**config.mk**
```make
export PLATFORM = sky130hd
export DESIGN_NAME = dmem_arbiter
export DESIGN_NICKNAME = d
export VERILOG_FILES = /design/src/rtl/dmem_arb_pkg.sv /design/src/rtl/dmem_arbiter.sv
export SDC_FILE = /design/constraint.sdc
export NUM_CORES = 1
export LEC_CHECK = 0
export BUFFER_PORTS_ARGS = -buffer_cell sky130_fd_sc_hd__buf_2
export CORE_AREA = 2 2 115 117
export DETAILED_ROUTE_END_ITERATION = 7
export DIE_AREA = 0 0 117 119
export RECOVER_POWER = 100
export REMOVE_ABC_BUFFERS = 1
export SLEW_MARGIN = 20
export SYNTH_ARGS = -nofsm -noshare
export SYNTH_HDL_FRONTEND = slang
export SYNTH_SLANG_ARGS = --single-unit
```
**constraint.sdc**
```tcl
create_clock -name clk -period 1.8 [get_ports clk]
set_input_delay 0.27 -clock clk [delete_from_list [all_inputs] [get_ports clk]]
set_output_delay 0.27 -clock clk [all_outputs]
set_load 0.1 [all_outputs]
```
**src/rtl/dmem_arb_pkg.sv**
```systemverilog
// Shared definitions for the two-master data-memory arbiter: owner encoding and burst default.
package dmem_arb_pkg;

  typedef enum logic [1:0] {
    OWN_NONE = 2'd0,
    OWN_M0   = 2'd1,
    OWN_M1   = 2'd2
  } owner_e;

  localparam int MAX_BURST_DEF = 8;

  function automatic owner_e other_of(input owner_e o);
    return (o == OWN_M0) ? OWN_M1 : OWN_M0;
  endfunction

endpackage

```
**src/rtl/dmem_arbiter.sv**
```systemverilog
// Two-master arbiter for a single-port data memory; grant 1 cycle after req, owner holds while req stays high.
// Backpressure is the grant itself. DMEM_ARB_BURST_LIMIT_EN hands over after MAX_BURST transfers when the other master waits.
module dmem_arbiter
  import dmem_arb_pkg::*;
#(
  parameter int DATA_WIDTH = 32,
  parameter int ADDR_WIDTH = 32,
  parameter int MAX_BURST  = MAX_BURST_DEF
) (
  input  logic                  clk,
  input  logic                  rst_n,
  input  logic                  m0_req,
  input  logic                  m1_req,
  input  logic                  m0_we,
  input  logic                  m1_we,
  input  logic [ADDR_WIDTH-1:0] m0_addr,
  input  logic [ADDR_WIDTH-1:0] m1_addr,
  input  logic [DATA_WIDTH-1:0] m0_wdata,
  input  logic [DATA_WIDTH-1:0] m1_wdata,
  output logic                  m0_gnt,
  output logic                  m1_gnt,
  output logic [DATA_WIDTH-1:0] m0_rdata,
  output logic [DATA_WIDTH-1:0] m1_rdata,
  output logic                  mem_wr_en,
  output logic [ADDR_WIDTH-1:0] mem_addr,
  output logic [DATA_WIDTH-1:0] mem_wr_data,
  input  logic [DATA_WIDTH-1:0] mem_rd_data
);

  localparam int              CNT_W   = $clog2(MAX_BURST + 1);
  localparam logic [CNT_W-1:0] CNT_MAX = CNT_W'(MAX_BURST);

  owner_e           owner_q, owner_d;
  owner_e           last_owner_q, last_owner_d;
  logic [CNT_W-1:0] burst_cnt_q, burst_cnt_d;

  logic                  own_req;
  logic                  own_we;
  logic                  oth_req;
  logic [ADDR_WIDTH-1:0] own_addr;
  logic [DATA_WIDTH-1:0] own_wdata;
  logic [CNT_W-1:0]      cnt_inc;

  assign m0_gnt = (owner_q == OWN_M0);
  assign m1_gnt = (owner_q == OWN_M1);

  // Owner-side mux; everything stays zero when nobody owns the memory.
  always_comb begin
    own_req   = 1'b0;
    own_we    = 1'b0;
    oth_req   = 1'b0;
    own_addr  = '0;
    own_wdata = '0;
    case (owner_q)
      OWN_M0: begin
        own_req   = m0_req;
        own_we    = m0_we;
        own_addr  = m0_addr;
        own_wdata = m0_wdata;
        oth_req   = m1_req;
      end
      OWN_M1: begin
        own_req   = m1_req;
        own_we    = m1_we;
        own_addr  = m1_addr;
        own_wdata = m1_wdata;
        oth_req   = m0_req;
      end
      default: ;
    endcase
  end

  assign mem_wr_en   = own_req && own_we && (m0_gnt || m1_gnt);
  assign mem_addr    = own_addr;
  assign mem_wr_data = own_wdata;
  assign m0_rdata    = mem_rd_data;
  assign m1_rdata    = mem_rd_data;

  assign cnt_inc = (burst_cnt_q == CNT_MAX) ? CNT_MAX : burst_cnt_q + 1'b1;

  always_comb begin
    owner_d      = owner_q;
    last_owner_d = last_owner_q;
    burst_cnt_d  = burst_cnt_q;
    case (owner_q)
      OWN_NONE: begin
        burst_cnt_d = '0;
        if (m0_req && m1_req) begin
          owner_d = other_of(last_owner_q);
        end else if (m0_req) begin
          owner_d = OWN_M0;
        end else if (m1_req) begin
          owner_d = OWN_M1;
        end
      end
      OWN_M0, OWN_M1: begin
        if (own_req) begin
          last_owner_d = owner_q;
          burst_cnt_d  = cnt_inc;
`ifdef DMEM_ARB_BURST_LIMIT_EN
          // Handover happens on the edge that completes the MAX_BURST-th transfer.
          if (oth_req && (cnt_inc == CNT_MAX)) begin
            owner_d     = other_of(owner_q);
            burst_cnt_d = '0;
          end
`endif
        end else begin
          // Idle granted slot: the owner released, so hand over or go idle.
          owner_d     = oth_req ? other_of(owner_q) : OWN_NONE;
          burst_cnt_d = '0;
        end
      end
      default: begin
        owner_d     = OWN_NONE;
        burst_cnt_d = '0;
      end
    endcase
  end

  always_ff @(posedge clk or negedge rst_n) begin
    if (!rst_n) begin
      owner_q      <= OWN_NONE;
      last_owner_q <= OWN_M1;
      burst_cnt_q  <= '0;
    end else begin
      owner_q      <= owner_d;
      last_owner_q <= last_owner_d;
      burst_cnt_q  <= burst_cnt_d;
    end
  end

endmodule

```
; Word level (Yosys, flattened, before mapping)
; Cells that the tools add are included.
[word_totals]
reg_bits = 4
latchBits = 0
ramBits = 0
mem_bits_ro = 0
inputBits = 166
output_inout_bits = 131
word_cells = 28
n_memories = 0
[op_classes]
add_sub_neg = 0
n_mul = 0
div_mod_pow = 0
order_cmp = 0
n_eq_ne = 5
shifts = 0
muxes = 13
bitwise_logic = 0
reduce_logical = 8
[ops]
columns = cell, n
row1 = $pmux W32 S2, 2
row2 = $mux W2, 7
row3 = $pmux W1 S2, 3
row4 = $eq A2 B1 Y1 const B, 2
row5 = $ne A4 B4 Y1 const B, 1
row6 = $pmux W2 S2, 1
row7 = $reduce_and A2 Y1, 2
row8 = $logic_and A1 B1 Y1, 3
row9 = $eq A2 B2 Y1 const B, 1
row10 = $logic_not A2 Y1, 1
row11 = $ne A2 B2 Y1 const B, 1
row12 = $reduce_or A2 Y1, 1
row13 = $logic_or A1 B1 Y1, 1

; Logic depth before layout (Yosys ltp)
; Gate-level depths: netlist (run 1).
[logic_depth]
depth_word = 5
ltp_mapped = 7
depth_no_buf = 5

; Least setup slack after synthesis (run 1)
; No wires, ideal clock.
[synth_path]
path_kind = flip-flop to output port
startpoint = register owner_q[0]
endpoint = output port mem_wr_data[10]
t_arrival_ps = 3258
path_slack_ps = -1728
stages_incl_launch_ff = 8
path_cell_list = dfrtp_1 -> inv_1 -> ha_1 -> buf_2 -> buf_2 -> buf_4 -> a22oi_1 -> nor2_1
[synth_via]
elab_chain_cells = 2
[synth_lines]
columns = item, line_no
row1 = "start, declared", dmem_arbiter.sv:33  ; owner_e owner_q, owner_d;
row2 = "start signal, assigned", dmem_arbiter.sv:126  ; owner_q <= owner_d;
row3 = $eq A2 B2 Y1, --
row4 = named net m1_gnt, dmem_arbiter.sv:21  ; output logic m1_gnt,
row5 = $pmux W32 S2, dmem_arbiter.sv:54  ; case (owner_q)
row6 = "end, declared", dmem_arbiter.sv:26  ; output logic [DATA_WIDTH-1:0] mem_wr_data,
; The timed path passes the listed nets, and every way through them passes these cells.

; Worst setup path in the final report (run 1)
[layout_path]
startpoint = register owner_q[0]
endpoint = output port mem_wr_data[17]
[layout_via]
elab_chain_cells = 2
[layout_lines]
columns = item, line_no
row1 = $eq A2 B2 Y1 / $eq A2 B1 Y1 (equally long branches), dmem_arbiter.sv:54
row2 = $pmux W32 S2 (*), dmem_arbiter.sv:54
; Every way passes the cells marked *; elsewhere a longest branch is shown, timed or not.

==> run metrics, run 1 <==
Non-Filler Instances 565; Max Fclk 0.5175 GHz; worst-path cell chain inv_2 > ha_4 > buf_12 > a22oi_1 > nor2_2 > buf_12; max-slew violations 0; htree depth 1; Horiz. Die Dim 117 um; total number of vias 2481; Yosys cell types 24; Sink Count 4; final period utilization 1.073; FF-to-FF Start owner_q[1]; vias in the first global route 2376; Worst path slowest cell dfrtp_1; RePlAce Congestion 0.7066; synthesized instance count 250; Port-buffer cells 200; Worst Hold Class in -> async; Final min period 1932 ps; Avg Cell Area, Syn 6.566 sq um; most frequent cells after synthesis buf_4 (67), a22oi_1 (66), nor2_1 (65), buf_2 (13), clkbuf_1 (6); # rows 42; Synth-to-Final Area Change 137.6%; maxcap violations 0; FF-to-FF path depth 7; top cells by area, synth buf_4 (31%), a22oi_1 (30%), nor2_1 (15%), dfrtp_1 (4.6%), buf_2 (4.0%); first-pass GRT wire length 13.83 mm; Initial Utilization 0.1275; Overflow after GRT 0; drt pass-1 iters 4; clk_lat worst skew 220 ps; Crit Reg-Reg Endpoint last_owner_q[0]; top-count cell post-synth buf_4; maximum root-to-sink buffer count 2; DP HPWL 7.863 mm; final setup fails 65; setup repair after global routing missed its margin yes; core area 12870 sq um; GR Util All Layers 0.1314; die height 119 um; DRT antenna net count 0; worst setup path category reg -> out; Worst-Margin Slew 316.9 ps; vias per cell 4.391; die area 13920 sq um; initial detailed-routing violation count 76; total CTS buffers 3; Leak 1.595 nW; CP max stage delay 370 ps; clk root buf clkbuf_16; asr flop ratio synth 1.000; final wirelength 10.44 mm; initial antenna violation count 2; kind of end point of the critical path output pin; top_reg_cell synth dfrtp_1; setup TNS -5340 ps; Crit path arrival time 1660 ps; Boundary Pins 297; final core utilization 0.3029; DRC errors left 0; area leader, netlist buf_4; Final #Nets 558; outcome finished with violations; CTS tree yes; cell repeated most along the worst path buf_12; DP Cell Count 549; Yosys warnings 0; Worst Setup Start Kind flip-flop; share of layout cells above drive strength 1 0.7287; Yosys reg bits 4; post-synth top area share 0.3064; Final Skew 1.288 ps; Worst VDD drop 0.0007712 V; Worst-path clk slew 30 ps; Synth Cell Area 1642 sq um; largest net degree at the start of global routing 38; pwr dens 2397 nW/um^2; Setup WS post-layout -132.2 ps; Max-slew headroom 0.7883; failing checks setup timing; CP required 1530 ps; Wirelength per Cell 18.47 um; CP max FO 33; Hold Vio Cnt, Final 0; post-synthesis sequential area ratio 0.06174; EDFF count, synth 0; R2R Setup Slk 110 ps
==> worst max-delay path, delay by kind of cell (launching register included) <==
family	cells	cell delay, ps
AO/OA/AOI/OAI	1	140
adder cells (fa/ha/maj)	1	190
buffers and inverters	3	520
flip-flops	1	370
AND/OR/NAND/NOR	1	190
==> layout make-up <==
| cell class | instances | area, sq um |
|---|---|---|
| multi-input cells | 155 | 1184 |
| inverters | 4 | 20.02 |
| well taps | 176 | 220.2 |
| repair buffers | 220 | 2291 |
| diodes | 2 | 5.005 |
| clock buffers | 4 | 78.83 |
| flip-flops and latches | 4 | 101.3 |
| fillers | 1372 | 8975 |
==> how the worst max path moves through the flow <==
stage	endpoint	startpoint	slack, ps	cells past startpoint
3_5_place_dp	mem_addr[22]	owner_q[0]	0.04	6
3_3_place_gp	mem_wr_data[14]	owner_q[0]	40	6
5_1_grt	mem_wr_data[17]	owner_q[0]	-210	6
2_1_floorplan	mem_wr_en	owner_q[1]	-2660	5
6_report	mem_wr_data[17]	owner_q[0]	-130	6
4_1_cts	mem_wr_en	owner_q[0]	-120	6
==> metrics by stage <==
| stage | setup WS, ps | hold slack (ps) | power (mW) | instance area, sq um |
|---|---|---|---|---|
| 5_1_grt | -206.9 | 445.1 | 9.721 | 3897 |
| 3_5_place_dp | 0.04297 | 81.43 | 8.020 | 3422 |
| 2_1_floorplan | -2660 | -25.59 | 4.917 | 1040 |
| 3_3_place_gp | 35.48 | 80.44 | 7.985 | 3422 |
| 4_1_cts | -124.4 | 382.0 | 9.088 | 3749 |
| 6_report | -132.2 | 421.0 | 9.348 | 3900 |
==> state kept, by name, indices dropped and copies added (netlist names) <==
register / count
last_owner_q: 2
owner_q: 2
==> layer usage <==
layer  vias up  GRT usage  part of all wire
li1       1102          -                 -
met1      1136     0.1482              0.36
met2       231     0.1947              0.44
met3        10     0.1038              0.18
met4         2    0.01471            0.0046
met5         -    0.06667            0.0055
==> timing repair <==
action | 4_1_cts | 5_1_grt
endpoints found under the setup margin | 65 | 65
buffers inserted | 1 | 4
pin swaps | 2 | 6
gates cloned | 2 | 2
hold endpoints to repair | 3 | 0
gates resized for setup | 47 | 25
hold buffers | 1 | 0
==> report_power, final <==
part	switching, mW	internal [mW]
clock network	0.0621	0.292
logic	5.69	3.14
registers	0.0240	0.139
total	5.77	3.57
==> cells by family (layout without fill, tap and decap cells) <==
family / after synthesis / count (layout) / share of synthesized area
other: 0 / 2 / 0
and+or+nand+nor: 71 / 71 / 0.1730
buffers and inverters: 91 / 228 / 0.3758
AOI/OAI and AO/OA: 80 / 80 / 0.3590
adders and majority gates: 4 / 4 / 0.03049
DFF: 4 / 4 / 0.06174
==> cells in the final DEF, fill, tap and decap left out, drive strengths merged <==
master         n
dlygate4sd3    1
nand2          1
o21ai          5
clkbuf         7
diode          2
a211oi         1
a21oi          3
buf          216
nor3b          1
dfrtp          3
a32oi          1
inv            4
a22o           1
o311ai         1
ha             4
nor2b          1
nand4b         1
nand3b         1
nor2          65
dfstp          1
nand2b         1
o2bb2ai        1
a22oi         66
o22ai          1
Power figures use the tool's default switching activity.
==> run 2: changes to the inputs <==
Settings changed: CORE_AREA 2 2 115 117 to 2 2 116 118, CTS_BUF_LIST from default to sky130_fd_sc_hd__clkbuf_8, DIE_AREA 0 0 117 119 to 0 0 118 120, RECOVER_POWER 100 to default.
==> run metrics, run 2 (synthesis results as in run 1) <==
total number of vias 2546 (+2.6%); worst setup path category reg -> out; Horiz. Die Dim 118 um (+0.85%); Hold Vio Cnt, Final 0 (unchanged); Port-buffer cells 200 (unchanged); maxcap violations 0 (unchanged); Synth-to-Final Area Change 141.2%; Worst-Margin Slew 359.5 ps (+42.67 ps); total CTS buffers 3 (unchanged); CTS tree yes; diode count 0 (-2); most frequent cells in the layout buf_2 (133), buf_12 (73), nor2_2 (46); Worst Path Buf+Inv 4 (+1); Worst Setup Start Kind flip-flop; Total Power 9.364 mW (+0.16%); Sink Count 4 (unchanged); final wirelength 11.01 mm (+5.5%); initial antenna violation count 1 (-1); Max Fclk 0.5100 GHz (-1.5%); DRT antenna net count 0 (unchanged); Boundary Pins 297 (unchanged); Max-slew headroom 0.7598 (-0.02851); # rows 42 (unchanged); final setup fails 65 (unchanged); clk_lat worst skew 230 ps (about the same); Initial Utilization 0.1265 (-0.001032); failing checks setup timing; largest net degree at the start of global routing 32 (-16%); drt pass-1 iters 6 (+2); clk root buf clkbuf_8; first-pass GRT wire length 15.41 mm (+11%); Final Skew 2.230 ps (+0.9424 ps); Overflow after GRT 0 (unchanged); GR Util All Layers 0.1423 (+0.01089); core area 12980 sq um (+0.82%); vias per cell 4.467 (+1.7%); final period utilization 1.089 (+0.01593); Wirelength per Cell 19.31 um (+4.6%); die height 120 um (+0.84%); CP max FO 25 (-24%); maximum root-to-sink buffer count 2 (unchanged); RePlAce Congestion 0.7444 (+5.3%); DRC errors left 0 (unchanged); DP HPWL 8.106 mm (+3.1%); final hold slack 395.3 ps (-25.75 ps); Largest regs last_owner_q x2, owner_q x2; Leak 1.621 nW (+1.7%); worst-path cell chain buf_4 > ha_4 > buf_12 > a22oi_2 > nor2_1 > buf_4 > buf_12; Crit path arrival time 1690 ps (+30 ps); share of layout cells above drive strength 1 0.7843 (+0.05558); Worst-path clk slew 30 ps (about the same); max-slew violations 0 (unchanged); register share of total power 0.018 (about the same); die area 14160 sq um (+1.7%); Combinational Power Share 0.960 (+0.015); CP max stage delay 400 ps (+30 ps); Final #Nets 565 (+1.3%); setup repair after global routing missed its margin yes; Setup WS post-layout -160.9 ps (-28.67 ps); outcome finished with violations; Net Sw Frac 0.6250 (+0.007211); Final min period 1961 ps (+28.67 ps); kind of end point of the critical path output pin; Psw 5.852 mW (+1.3%); crit-path leading delay family buffers and inverters; Worst Hold Class in -> async; Worst VDD drop 0.0008537 V (+11%); Int Pwr 3.512 mW (-1.7%); most common cell after layout, fill and taps aside buf_2; # fillers 1363 (-0.66%); vias in the first global route 2547 (+7.2%); CP required 1530 ps (about the same); htree depth 1 (unchanged); initial detailed-routing violation count 69 (-9.2%); pwr dens 2364 nW/um^2 (-1.4%); clock power share 0.022 (-0.016); Worst path slowest cell dfrtp_1
-- run 2: final timing paths --
kind	from	to	slack, ps	depth (start not counted)
worst max-delay path	owner_q[0]	mem_wr_data[12]	-160	7
worst min-delay path	rst_n	owner_q[0]	400	2
worst max register to register	owner_q[0]	owner_q[1]	170	6
worst min register to register	last_owner_q[1]	last_owner_q[1]	510	2
max in group asynchronous	rst_n	last_owner_q[1]	1190	2
min in group clk	last_owner_q[1]	last_owner_q[1]	510	2
-- run 2: timing repair --
action | in CTS | in global routing
pin swaps | 11 | 16
hold endpoints to repair | 3 | 0
gates resized for setup | 54 | 37
setup endpoints to repair | 66 | 66
cloned | 4 | 1
buffers inserted | 3 | 5
hold buffers | 1 | 0
-- run 2: metrics by stage --
stage          setup TNS (ps)    util  area [sq um]  worst slack, ps  cells
2_1_floorplan         -171380       -          1040            -2660    163
3_3_place_gp           -14.99  0.2671          3467           -14.99    555
3_5_place_dp           -956.3  0.2671          3467           -60.51    555
4_1_cts                 -9632  0.2964          3847           -190.3    567
5_1_grt                -12840  0.3051          3960           -250.8    570
6_report                -7273  0.3051          3960           -160.9    570
-- run 2: layout make-up --
class,count,area [sq um],share of cell area
inverter,4,20.02,0.005055
clock inverter,1,3.754,0.0009479
sequential,4,101.3,0.02559
multi-input combinational,155,1214,0.3065
tap,176,220.2,0.05561
clock buffer,3,41.29,0.01043
timing repair buffer,227,2360,0.5959
-- run 2: power groups by stage --
stage               logic [mW]  clock network, mW  registers [mW]
floorplan                 4.76                  0           0.161
global placement          7.92                  0           0.166
detailed placement        7.95                  0           0.168
CTS                       8.80              0.205           0.168
global route              9.36              0.218           0.173
finish                    8.99              0.202           0.169
-- run 2: routing by layer --
metal / up-vias / global-route usage / routed length (um)
met5: - / 0.07353 / 73
met4: 2 / 0.01883 / 65
met3: 11 / 0.1031 / 1835
met2: 249 / 0.2122 / 4893
met1: 1175 / 0.1632 / 4141
li1: 1109 / - / -
